--- src/rtl/adder_pipe.sv ---
// adder_pipe: two-stage add/subtract pipeline with valid/ready handshakes.
// Stage 1 registers the raw WIDTH+1-bit sum a + (sub ? ~b : b) + cin.
// Stage 2 applies the mode-specific correction and registers the result.
// Modes: 0 unsigned, 1 ones-complement, 2 twos-complement,
//        3 saturating twos-complement (only when ADDER_PIPE_SAT_EN is defined;
//        otherwise the mode is flagged with err_o and the result is forced to 0).
module adder_pipe #(
  parameter int WIDTH = 8
) (
  input  logic             clk,
  input  logic             rst,
  input  logic             in_valid_i,
  output logic             in_ready_o,
  input  logic [1:0]       f_i,
  input  logic             sub_i,
  input  logic [WIDTH-1:0] a_i,
  input  logic [WIDTH-1:0] b_i,
  output logic             out_valid_o,
  input  logic             out_ready_i,
  output logic [WIDTH-1:0] y_o,
  output logic             carry_o,
  output logic             ovf_o,
  output logic             err_o
);

  localparam logic [1:0] MODE_UNS  = 2'd0;
  localparam logic [1:0] MODE_ONES = 2'd1;
  localparam logic [1:0] MODE_TWOS = 2'd2;

  localparam logic [WIDTH-1:0] SAT_MAX = {1'b0, {(WIDTH-1){1'b1}}};
  localparam logic [WIDTH-1:0] SAT_MIN = {1'b1, {(WIDTH-1){1'b0}}};

  // Stage 1 state
  logic             r_s1_valid;
  logic [1:0]       r_s1_f;
  logic             r_s1_sub;
  logic [WIDTH:0]   r_s1_raw;
  logic             r_s1_sa;   // sign of a
  logic             r_s1_sb;   // sign of the effective (possibly inverted) b

  // Stage 2 state
  logic             r_s2_valid;
  logic [WIDTH-1:0] r_s2_y;
  logic             r_s2_carry;
  logic             r_s2_ovf;
  logic             r_s2_err;

  // Combinational helpers
  logic [WIDTH-1:0] w_b_eff;
  logic             w_cin;
  logic [WIDTH:0]   w_raw;
  logic             w_s2_adv;
  logic             w_same_sign;
  logic [WIDTH-1:0] w_y;
  logic             w_carry;
  logic             w_ovf;
  logic             w_err;

  assign w_b_eff = sub_i ? ~b_i : b_i;
  // Ones-complement subtraction relies on the end-around carry instead of cin.
  assign w_cin   = sub_i && (f_i != MODE_ONES);
  assign w_raw   = {1'b0, a_i} + {1'b0, w_b_eff} + {{WIDTH{1'b0}}, w_cin};

  // A stage advances when it is empty or the stage after it advances.
  assign w_s2_adv   = !r_s2_valid || out_ready_i;
  assign in_ready_o = !r_s1_valid || w_s2_adv;

  // Stage 1: capture operands' raw sum on an accepted beat.
  always_ff @(posedge clk) begin
    if (rst) begin
      r_s1_valid <= 1'b0;
    end else if (in_ready_o) begin
      r_s1_valid <= in_valid_i;
      if (in_valid_i) begin
        r_s1_f   <= f_i;
        r_s1_sub <= sub_i;
        r_s1_raw <= w_raw;
        r_s1_sa  <= a_i[WIDTH-1];
        r_s1_sb  <= w_b_eff[WIDTH-1];
      end
    end
  end

  assign w_same_sign = (r_s1_sa == r_s1_sb);

  // Mode correction of the raw stage-1 sum.
  always_comb begin
    w_y     = r_s1_raw[WIDTH-1:0];
    w_carry = 1'b0;
    w_ovf   = 1'b0;
    w_err   = 1'b0;
    case (r_s1_f)
      MODE_UNS: begin
        w_carry = r_s1_sub ? ~r_s1_raw[WIDTH] : r_s1_raw[WIDTH];
      end
      MODE_ONES: begin
        // End-around carry; negative zero (all ones) is left as is.
        w_y   = r_s1_raw[WIDTH-1:0] + {{(WIDTH-1){1'b0}}, r_s1_raw[WIDTH]};
        w_ovf = w_same_sign && (w_y[WIDTH-1] != r_s1_sa);
      end
      MODE_TWOS: begin
        w_ovf = w_same_sign && (r_s1_raw[WIDTH-1] != r_s1_sa);
      end
      default: begin
`ifdef ADDER_PIPE_SAT_EN
        w_ovf = w_same_sign && (r_s1_raw[WIDTH-1] != r_s1_sa);
        if (w_ovf) begin
          w_y = r_s1_sa ? SAT_MIN : SAT_MAX;
        end
`else
        w_y   = '0;
        w_err = 1'b1;
`endif
      end
    endcase
  end

  // Stage 2: register corrected result; holds while output is stalled.
  always_ff @(posedge clk) begin
    if (rst) begin
      r_s2_valid <= 1'b0;
      r_s2_y     <= '0;
      r_s2_carry <= 1'b0;
      r_s2_ovf   <= 1'b0;
      r_s2_err   <= 1'b0;
    end else if (w_s2_adv) begin
      r_s2_valid <= r_s1_valid;
      if (r_s1_valid) begin
        r_s2_y     <= w_y;
        r_s2_carry <= w_carry;
        r_s2_ovf   <= w_ovf;
        r_s2_err   <= w_err;
      end
    end
  end

  assign out_valid_o = r_s2_valid;
  assign y_o         = r_s2_y;
  assign carry_o     = r_s2_carry;
  assign ovf_o       = r_s2_ovf;
  assign err_o       = r_s2_err;

endmodule
--- config.mk ---
export PLATFORM = sky130hd
export DESIGN_NAME = adder_pipe
export DESIGN_NICKNAME = d
export VERILOG_FILES = /design/src/rtl/adder_pipe.sv
export SDC_FILE = /design/constraint.sdc
export NUM_CORES = 1
export LEC_CHECK = 0
export ABC_AREA = 1
export CAP_MARGIN = 15
export CORE_UTILIZATION = 45
export DETAILED_ROUTE_END_ITERATION = 7
export PLACE_DENSITY = 0.72
export RECOVER_POWER = 50
export SLEW_MARGIN = 30
export SYNTH_ARGS = -nofsm -noshare
export SYNTH_HDL_FRONTEND = slang
export SYNTH_SLANG_ARGS = --single-unit
--- constraint.sdc ---
create_clock -name clk -period 3.9 [get_ports clk]
set_input_delay 1.17 -clock clk [delete_from_list [all_inputs] [get_ports clk]]
set_output_delay 1.17 -clock clk [all_outputs]
set_load 0.1 [all_outputs]
## Word level (Yosys, flattened, before mapping)

Index checks and enable logic that the tools add are counted.

- Logic and storage cells: 41
- Output and inout bits: 13
- Flip-flop bits (word level): 27
- Bits of input ports: 23

- Bitwise gates (word level): 3
- Reduce and logical (&&, ||, !) cells: 12
- Muxes and demuxes: 6
- Add/subtract/negate cells: 3
- Equality and inequality tests: 6

Operators by type and width:

| cell | number |
|---|---|
| $pmux W8 S2 | 1 |
| $add A8 B8 Y9 | 1 |
| $add A9 B1 Y9 | 1 |
| $add A8 B1 Y8 | 1 |
| $mux W8 | 1 |
| $not A8 Y8 | 1 |
| $logic_and A1 B1 Y1 | 3 |
| $mux W1 | 3 |
| $reduce_and A3 Y1 | 1 |
| $reduce_or A3 Y1 | 1 |
| $eq A2 B1 Y1 const B | 1 |
| $eq A2 B2 Y1 const B | 1 |
| $logic_not A1 Y1 | 2 |
| $logic_not A2 Y1 | 1 |
| $logic_or A1 B1 Y1 | 2 |
| $ne A1 B1 Y1 | 2 |
| $ne A2 B1 Y1 const B | 1 |
| $not A1 Y1 | 2 |
| $pmux W1 S2 | 1 |
| $reduce_and A2 Y1 | 1 |
| $reduce_or A2 Y1 | 1 |
| $eq A1 B1 Y1 | 1 |

## Logic depth before layout (Yosys ltp)

Gate-level depths: netlist (run 1).

- Depth after elaboration: 4
- Gate-level depth with buffers: 12

## Worst setup path after synthesis (run 1)

OpenSTA, ideal clock, no wires.

- Path type: input to output
- Start point: input port out_ready_i
- End point: output port in_ready_o
- Slack: 0.756 ns
- Stages on the path: 2
- Data required time: 2.730 ns
- Arrival time: 1.974 ns
- Buffers on the path: 0
- Cell sequence: inv_1 -> nand3_1

- Longest elaborated chain between the ends: 2

Ends and longest elaborated chain:

| item | RTL line | text |
|---|---|---|
| start: declaration | 19 | `input logic out_ready_i,` |
| $logic_or A1 B1 Y1 | 65 | `assign w_s2_adv = !r_s2_valid \|\| out_ready_i;` |
| $logic_or A1 B1 Y1 | 66 | `assign in_ready_o = !r_s1_valid \|\| w_s2_adv;` |
| end: declaration | 13 | `output logic in_ready_o,` |

No other way between the ends.

## Worst setup path after layout (run 1)

- Start point: input port sub_i
- End point: register r_s1_raw[6] (data pin)

- Longest elaborated chain between the ends: 3

Ends and longest elaborated chain:

| item | RTL line | text |
|---|---|---|
| start: declaration | 15 | `input logic sub_i,` |
| $mux W8 | 59 | `assign w_b_eff = sub_i ? ~b_i : b_i;` |
| $add A8 B8 Y9 | 62 | `assign w_raw = {1'b0, a_i} + {1'b0, w_b_eff} + {{WIDTH{1'b0}}, w_cin};` |
| $add A9 B1 Y9 (*) | 62 |  |
| net w_raw[6] | 51 | `logic [WIDTH:0] w_raw;` |
| end signal: assignment | 77 | `r_s1_raw <= w_raw;` |
| end: declaration | 37 | `logic [WIDTH:0] r_s1_raw;` |

Mark *: on every way through the listed nets, which the timed path passes. The rest lies on a longest branch.
A chain may end at the register's enable or synchronous reset.

==> out/qor.yml, run 1 <==
logic_synthesis:
  synth_edf_count: 14
  syn_avg_cell_area_um2: 8.991
  yosysSeqAreaShare_pct: 40.27
  synth.distinct_cells: 31
  syn_area_mm2: 0.001690
  synth_warnings: 0
  synth_nets: 226
  ys_async_sr_fraction_pct: 0
  synthCells: 188
  synth-main-ff-cell: "edfxtp_1"
  ys_seq_elements: 27
floorplan:
  row_count: 21
  coreArea_mm2: 0.003468
  die_x_um: 63.29
  die_area_mm2: 0.004006
  die_h_um: 63.29
  initial_core_util_pct: 48.74
  ioPinCount: 36
drt:
  vias: 1326
  antenna_left: 0
  drt_iter0_markers: 48
  post_drt_via_cell_ratio: 4.893
  wl_per_cell_um: 10.63
  drcViolationCount: 0
  dr.pass1.iters: 4
  drt_wl_total_um: 2882
setup_path:
  slowest_stage: "clkdlybuf4s50_1"
  path_max_fanout: 8
  r2r-end: "y_o[5]"
  crit_chain: "clkdlybuf4s50_1 -> clkbuf_1 -> xnor2_1 -> fa_1 -> inv_1 -> nand3_1 -> nand2_1 -> a21oi_1 -> nor2_1 -> nor2_1 -> xnor2_1"
  startpoint_type: "input port"
  cp.arrival_ns: 3.42
  max_stage_delay_ns: 0.54
  reg2reg_from: "r_s1_f[0]"
  r2r_cells: 5
  critPathCaptureType: "flip-flop"
  crit_start: "sub_i"
  r2r_slack_ns: 2.16
  cp_top_family: "buffers and inverters"
  critPathKind: "in -> reg"
  crit_required_ns: 3.92
  crit_buf_inv: 3
sta:
  fin_skew_ns: 0.004600
  finalSetupViolCount: 0
  timing.setup.tns_ns: 0
  max-slew-margin-rel_pct: 35.22
  min_period_ns: 3.395
  tightest_slew_ns: 0.9686
  finalCritPeriodShare_pct: 87.05
  fmax_ghz: 0.2945
  rsz0062_at_grt: "no"
  timing.final.max_slew_violations: 0
  finalHoldViolCount: 0
place:
  hpwl_um: 2328
  routabilityCongestion: 0.7750
  port-buffer-count: 35
  placed_cells: 267
  placed_area_mm2: 0.002087
worst_hold_path:
  min_path_type: "reg -> reg"
  hold_end: "y_o[0]"
  hold_depth: 2
  hp-start: "y_o[0]"
layout:
  nNetsFinal: 264
  final_layout_size_suffix_gt1_share_pct: 7.556
  area_growth_pct: 24.43
  finalNonFillerCells: 271
  design_area_mm2: 0.002103
  final_common_cell: "nand2_1"
  utilization_pct: 60.64
  fillers: 329
  final_cell_mix: "31 x nand2_1, 29 x clkdlybuf4s50_1, 24 x inv_1"
  diodes: 0
job:
  max_cap_violations: 0
run_status:
  run_status: "complete, no violations"
pwr:
  power_mw: 0.7001
  pwr_density_cell_mw_per_mm2: 332.8
  peakVddDrop_mv: 0.1368
  p_leak_nw: 0.8782
grt:
  grt_pass1_vias: 1237
  grt_max_degree: 16
  grt_pass1_wl_um: 5085
  grt-ovfl-total: 0
  grt_use_total_pct: 15.92
  antenna_found_initial: 0
clocking:
  cts_tree: "done"
  post_cts_buffers: 0
  clk_latency_ns: 0.27
  cts_buffers: 3
  cts-root-buf: "clkbuf_8"
  cts.sinks: 27
  path_clk_slew_ns: 0.09
  cts_resized: 0
  htreeDepth: 1
  clock_path_buffers: 2
  holdBufCountCts: 0
==> report_power, final <==
group | internal [mW] | total [mW] | switching (mW)
Sequential | 0.326 | 0.339 | 0.0134
Combinational | 0.0804 | 0.204 | 0.123
Clock | 0.0715 | 0.157 | 0.0857
==> cells in the mapped netlist, types with 3 or more instances <==
cell type	n	share of area, %
a21oi_1	16	4.7
dfxtp_1	13	15
edfxtp_1	14	25
ha_1	13	9.6
inv_1	24	5.3
nand2_1	30	6.7
nand2_2	5	1.9
nand3_1	15	4.4
nand3_2	3	1.8
nor2_1	7	1.6
o21ai_0	9	2.7
xnor2_1	3	1.6
xor2_1	11	5.7
==> flip-flops by register name (all words and copies together) (netlist names) <==
signal	cells
r_s1_f	2
r_s1_sub	1
carry_o	1
out_valid_o	1
y_o	8
err_o	1
r_s1_sb	1
r_s1_sa	1
r_s1_valid	1
r_s1_raw	9
ovf_o	1
==> worst reg2reg max path: cells and delay by family (launching register included) <==
family / cells / cell delay, ns
fa+ha+maj: 1 / 0.28
simple gates: 2 / 0.50
flops: 1 / 0.52
compound gates: 2 / 0.38
==> per-layer routing <==
metal  routed length [µm]  part of all wire, %  GRT usage, %
met3                  113                  3.9         2.899
met4                   29                  1.0         4.261
met2                 1427                   50         29.30
met5                    0                    0             0
met1                 1312                   46         18.74
==> cells by family after synthesis <==
logic type	Yosys count	synth area share, %
flops	27	40.27
simple gates	67	20.28
buf+inv	27	7.032
xor+xnor	14	7.254
fa+ha+maj	15	11.99
compound gates	38	13.18
==> cell type report <==
class	instances	area (µm²)	area share, %
multi-input cells	134	864.6	41.11
flip-flops and latches	27	680.7	32.36
repair buffers	36	364.1	17.31
inverters	24	90.09	4.283
well taps	46	57.56	2.736
clock buffers	3	41.29	1.963
clock inverters	1	5.005	0.2380
==> worst max-delay path by stage <==
stage,cells after the start,end
2_1_floorplan,2,in_ready_o
3_3_place_gp,12,r_s1_raw[6]
3_5_place_dp,12,r_s1_raw[6]
4_1_cts,12,r_s1_raw[6]
5_1_grt,11,r_s1_raw[6]
6_report,11,r_s1_raw[6]
==> per-stage QoR <==
stage / hold WS, ns / worst slack [ns]
finish: 0.4695 / 0.5049
detailed placement: 0.4582 / 0.3491
global placement: 0.4534 / 0.4772
global route: 0.4970 / 0.2387
CTS: 0.4721 / 0.6486
floorplan: 0.5267 / 0.7559
Power figures use the tool's default switching activity.
==> run 2: changes to the inputs <==
--- a/constraint.sdc
+++ b/constraint.sdc
@@ -3,2 +3,2 @@
 set_output_delay 1.17 -clock clk [all_outputs]
-set_load 0.1 [all_outputs]
+set_load 0.05 [all_outputs]
==> run 2 against run 1 <==
Net effect:
- fmax increased by 0.57%
- power decreased by 3.9%
- global-route usage decreased by 0.24 points
- routed wire length decreased by 2.3%
- count of clock-buffer cells in the layout increased by 1
- critical path depth unchanged
- worst setup slack improved by 0.019 ns
- critical path type unchanged
- critical endpoint unchanged
- largest cell class unchanged
- highest routed layer unchanged
==> out/qor.yml, run 2 (synthesized netlist as in run 1, its figures left out) <==
pwr:
  pwr-share-seq_pct: 50.3
  pwr_density_cell_mw_per_mm2: 322.1
  p_sw_mw: 0.1956
  peakVddDrop_mv: 0.1372
  switching_share_pct: 29.07
  p_leak_nw: 0.8945
  power.internal_mw: 0.4774
  p_comb_share_pct: 27.1
  pwr-share-clk_pct: 22.6
grt:
  grt_use_total_pct: 15.68
  grt_max_degree: 15
  antenna_found_initial: 0
  grt_pass1_wl_um: 5085
  grt_pass1_vias: 1240
  grt-ovfl-total: 0
drt:
  vias: 1325
  drt_wl_total_um: 2817
  antenna_left: 0
  drcViolationCount: 0
  wl_per_cell_um: 10.39
  dr.pass1.iters: 4
  post_drt_via_cell_ratio: 4.889
  drt_iter0_markers: 43
place:
  port-buffer-count: 35
  preCtsSetupSlack_ns: 0.3812
  placed_cells: 267
  routabilityCongestion: 0.7596
  hpwl_um: 2285
sta:
  min_period_ns: 3.376
  fin_skew_ns: 0.0007736
  tightest_slew_ns: 0.4951
  hold_ws_ns: 0.4664
  fmax_ghz: 0.2962
  finalCritPeriodShare_pct: 86.56
  timing.setup.tns_ns: 0
  timing.final.max_slew_violations: 0
  max-slew-margin-rel_pct: 66.88
  finalSetupViolCount: 0
  rsz0062_at_grt: "no"
  setup_ws_ns: 0.5242
  finalHoldViolCount: 0
floorplan:
  row_count: 21
  ioPinCount: 36
  coreArea_mm2: 0.003468
  die_area_mm2: 0.004006
  die_h_um: 63.29
  initial_core_util_pct: 48.74
  die_x_um: 63.29
clocking:
  clk_latency_ns: 0.26
  clock_path_buffers: 2
  cts_buffers: 3
  cts.sinks: 27
  cts_tree: "done"
  holdBufCountCts: 0
  htreeDepth: 1
  post_cts_buffers: 0
  cts_resized: 0
  path_clk_slew_ns: 0.08
  cts-root-buf: "clkbuf_8"
setup_path:
  crit_chain: "clkdlybuf4s50_1 -> clkbuf_1 -> xnor2_1 -> fa_1 -> inv_1 -> nand3_1 -> nand2_1 -> a21oi_1 -> nor2_1 -> nor2_1 -> xnor2_1"
  cp_top_family: "buffers and inverters"
  slowest_stage: "clkdlybuf4s50_1"
  critPathKind: "in -> reg"
  reg2reg_from: "r_s1_f[0]"
  max_stage_delay_ns: 0.54
  crit_required_ns: 3.92
  startpoint_type: "input port"
  cp.arrival_ns: 3.40
  path_max_fanout: 8
  crit_buf_inv: 3
  crit_start: "sub_i"
  critPathCaptureType: "flip-flop"
worst_hold_path:
  min_path_type: "reg -> reg"
  hp-start: "y_o[0]"
layout:
  finalNonFillerCells: 271
  largest_reg_flops: 9
  final_layout_size_suffix_gt1_share_pct: 7.111
  diodes: 0
  final_common_cell: "nand2_1"
  final_cell_mix: "31 x nand2_1, 24 x inv_1, 21 x clkdlybuf4s50_1"
  utilization_pct: 60.25
  area_growth_pct: 23.61
  fillers: 339
  top_register: "r_s1_raw"
  nNetsFinal: 264
run_status:
  run_status: "complete, no violations"
job:
  max_cap_violations: 0
## run 2: changes by cell type in the layout (fill, tap and decap cells not counted)
cell / delta
buf_4: +1
buf_12: -1
clkinv_2: -1
clkbuf_1: +1
dlygate4sd3_1: +8
clkdlybuf4s50_1: -8
## run 2: worst register-to-register path, stage by stage, from the launching register on
cell	delay [ns]
edfxtp_1	0.52
ha_1	0.26
nor2_1	0.40
o21ai_0	0.16
o21a_1	0.21
nor2_1	0.07
## run 2: power groups by stage
stage	registers (mW)	clock network, mW	logic (mW)
final	0.339	0.152	0.182
after global routing	0.342	0.168	0.205
after CTS	0.339	0.157	0.189
after detailed placement	0.345	0	0.188
after global placement	0.345	0	0.185
after floorplan	0.361	0	0.116
## run 2: path summary, 6_finish.rpt
| kind | cells after the start | end | slack, ns |
|---|---|---|---|
| max | 11 | r_s1_raw[6] | 0.52 |
| min | 2 | y_o[0] | 0.47 |
| max reg2reg | 5 | y_o[5] | 2.22 |
| min reg2reg | 2 | y_o[0] | 0.47 |
## run 2: layout make-up
type	count	area (µm²)	area share [%]
multi-input combinational	134	864.6	41.38
sequential	27	680.7	32.57
timing repair buffer	36	351.6	16.83
inverter	24	90.09	4.311
tap	46	57.56	2.754
clock buffer	4	45.04	2.156
## run 2: metrics by stage
stage               instance area [µm²]  power, mW
detailed placement                 2074     0.5336
CTS                                2120     0.6858
finish                             2090     0.6731
global placement                   2074     0.5303
global route                       2090     0.7146
floorplan                          1690     0.4771
## run 2: layer usage
| metal | track usage, % | up-vias | wire, µm |
|---|---|---|---|
| met3 | 2.899 | 2 | 109 |
| met4 | 3.409 | 0 | 14 |
| li1 | - | 708 | - |
| met1 | 19.06 | 580 | 1279 |
| met2 | 28.49 | 35 | 1414 |
| met5 | 0 | - | 0 |
==> run 3: changes to the inputs <==
- CAP_MARGIN: 15 -> not set
- CELL_PAD_IN_SITES_DETAIL_PLACEMENT: not set -> 1
- CELL_PAD_IN_SITES_GLOBAL_PLACEMENT: not set -> 2
- CORE_UTILIZATION: 45 -> 33
- PLACE_DENSITY: 0.72 -> 0.85
- SLEW_MARGIN: 30 -> 40
==> run 3 against run 2 <==
Net effect:
- flip-flop and latch count unchanged
- clock power about the same
- non-clock buffer count unchanged
- power grew 0.88%
- core utilization down 16 points
- final area up 2.0%
- largest cell class unchanged
- largest power group unchanged
==> out/qor.yml, run 3 (synthesized netlist as in run 1, its figures left out) <==
run_status:
  run_status: "complete, no violations"
clocking:
  post_cts_buffers: 0
  htreeDepth: 1
  holdBufCountCts: 0
  clock_path_buffers: 2
  cts_buffers: 3
  clk_latency_ns: 0.26
  cts-root-buf: "clkbuf_8"
  cts.sinks: 27
  cts_tree: "done"
  cts_resized: 0
  path_clk_slew_ns: 0.09
place:
  port-buffer-count: 35
  hpwl_um: 2838
  routabilityCongestion: 0.7750
setup_path:
  r2r_slack_ns: 2.17
  critPathCaptureType: "flip-flop"
  r2r_cells: 5
  slowest_stage: "clkdlybuf4s50_1"
  cp-endpoint: "r_s1_raw[6]"
  critPathKind: "in -> reg"
  crit_chain: "clkdlybuf4s50_1 -> clkbuf_1 -> xnor2_1 -> fa_1 -> inv_1 -> nand3_1 -> nand2_1 -> a21oi_1 -> nor2_1 -> nor2_1 -> xnor2_1"
  crit_required_ns: 3.92
  max_stage_delay_ns: 0.54
  cp.arrival_ns: 3.38
  startpoint_type: "input port"
  crit_start: "sub_i"
  reg2reg_from: "r_s1_f[0]"
  path_max_fanout: 8
  r2r-end: "y_o[5]"
drt:
  drcViolationCount: 0
  post_drt_via_cell_ratio: 4.531
  drt_iter0_markers: 29
  wl_per_cell_um: 11.51
  drt_wl_total_um: 3360
  antenna_left: 0
  dr.pass1.iters: 3
  vias: 1323
floorplan:
  coreArea_mm2: 0.004817
  die_x_um: 73.57
  die_h_um: 73.57
  ioPinCount: 36
  row_count: 25
  initial_core_util_pct: 35.09
  die_area_mm2: 0.005413
sta:
  max-slew-margin-rel_pct: 64.49
  finalCritPeriodShare_pct: 86.07
  finalHoldViolCount: 0
  timing.setup.tns_ns: 0
  fmax_ghz: 0.2979
  tightest_slew_ns: 0.5306
  hold_ws_ns: 0.4637
  fin_skew_ns: 0.002958
  rsz0062_at_grt: "no"
  min_period_ns: 3.357
  timing.final.max_slew_violations: 0
  finalSetupViolCount: 0
pwr:
  p_leak_nw: 0.9008
  pwr_density_cell_mw_per_mm2: 318.5
  peakVddDrop_mv: 0.1226
layout:
  fillers: 595
  top_register: "r_s1_raw"
  final_common_cell: "nand2_1"
  utilization_pct: 44.26
  final_layout_size_suffix_gt1_share_pct: 7.556
  area_growth_pct: 26.13
  diodes: 0
  nNetsFinal: 264
  multiInputGateArea_um2: 868.3
  seqCellArea_um2: 680.7
  largest_reg_flops: 9
  final_cell_mix: "31 x nand2_1, 24 x inv_1, 21 x clkdlybuf4s50_1"
grt:
  grt-ovfl-total: 0
  grt_max_degree: 15
  grt_pass1_vias: 1386
  antenna_found_initial: 0
  grt_use_total_pct: 13.96
  grt_pass1_wl_um: 5892
job:
  max_cap_violations: 0
worst_hold_path:
  min_path_type: "reg -> reg"
==> run 3: changes by cell type in the layout (fill, tap and decap cells not counted) <==
cell	delta
buf_4	-1
a21oi_1	-1
buf_12	+1
a21oi_2	+1
==> run 3: layout make-up <==
cell class	instances	area share (%)
clock buffers	4	2.113
inverters	24	4.225
multi-input cells	134	40.73
flip-flops and latches	27	31.92
well taps	67	3.932
repair buffers	36	17.08
==> run 3: per-stage QoR <==
| stage | setup WS [ns] | instance area [µm²] | cells | total power [mW] |
|---|---|---|---|---|
| floorplan | 0.8735 | 1690 | 188 | 0.4771 |
| global placement | 0.4537 | 2113 | 288 | 0.5351 |
| detailed placement | 0.3896 | 2113 | 288 | 0.5401 |
| CTS | 0.6810 | 2158 | 292 | 0.6977 |
| global route | 0.3184 | 2132 | 292 | 0.7238 |
| finish | 0.5432 | 2132 | 292 | 0.6790 |
==> run 3: worst min-delay path by stage <==
stage                  start  endpoint  cells after the start  slack (ns)
floorplan           r_s1_sub   carry_o                      3        0.53
global placement      y_o[3]    y_o[3]                      2        0.46
detailed placement    y_o[6]    y_o[6]                      2        0.46
CTS                   y_o[6]    y_o[6]                      2        0.47
global route          y_o[4]    y_o[4]                      2        0.48
finish                y_o[6]    y_o[6]                      2        0.46
==> run 3: routing by layer <==
metal	up-vias	track usage (%)	share of wire [%]
li1	708	-	-
met1	585	16.41	45
met2	28	25.99	51
met3	2	1.783	3.0
met4	0	4.487	0.71
met5	-	0	0
==> run 3: where the power goes <==
group	total [mW]	leakage, nW	switching (mW)	internal [mW]
Combinational	0.186	0.641	0.106	0.0795
Clock	0.154	0.0228	0.0814	0.0730
Sequential	0.339	0.237	0.0133	0.326
Total	0.679	0.901	0.201	0.478
==> run 3: worst max-delay path: cells and delay by family <==
kind | cells | cell delay, ns
compound gates | 1 | 0.08
xor+xnor | 2 | 0.33
fa+ha+maj | 1 | 0.47
buf+inv | 3 | 1.02
simple gates | 4 | 0.32
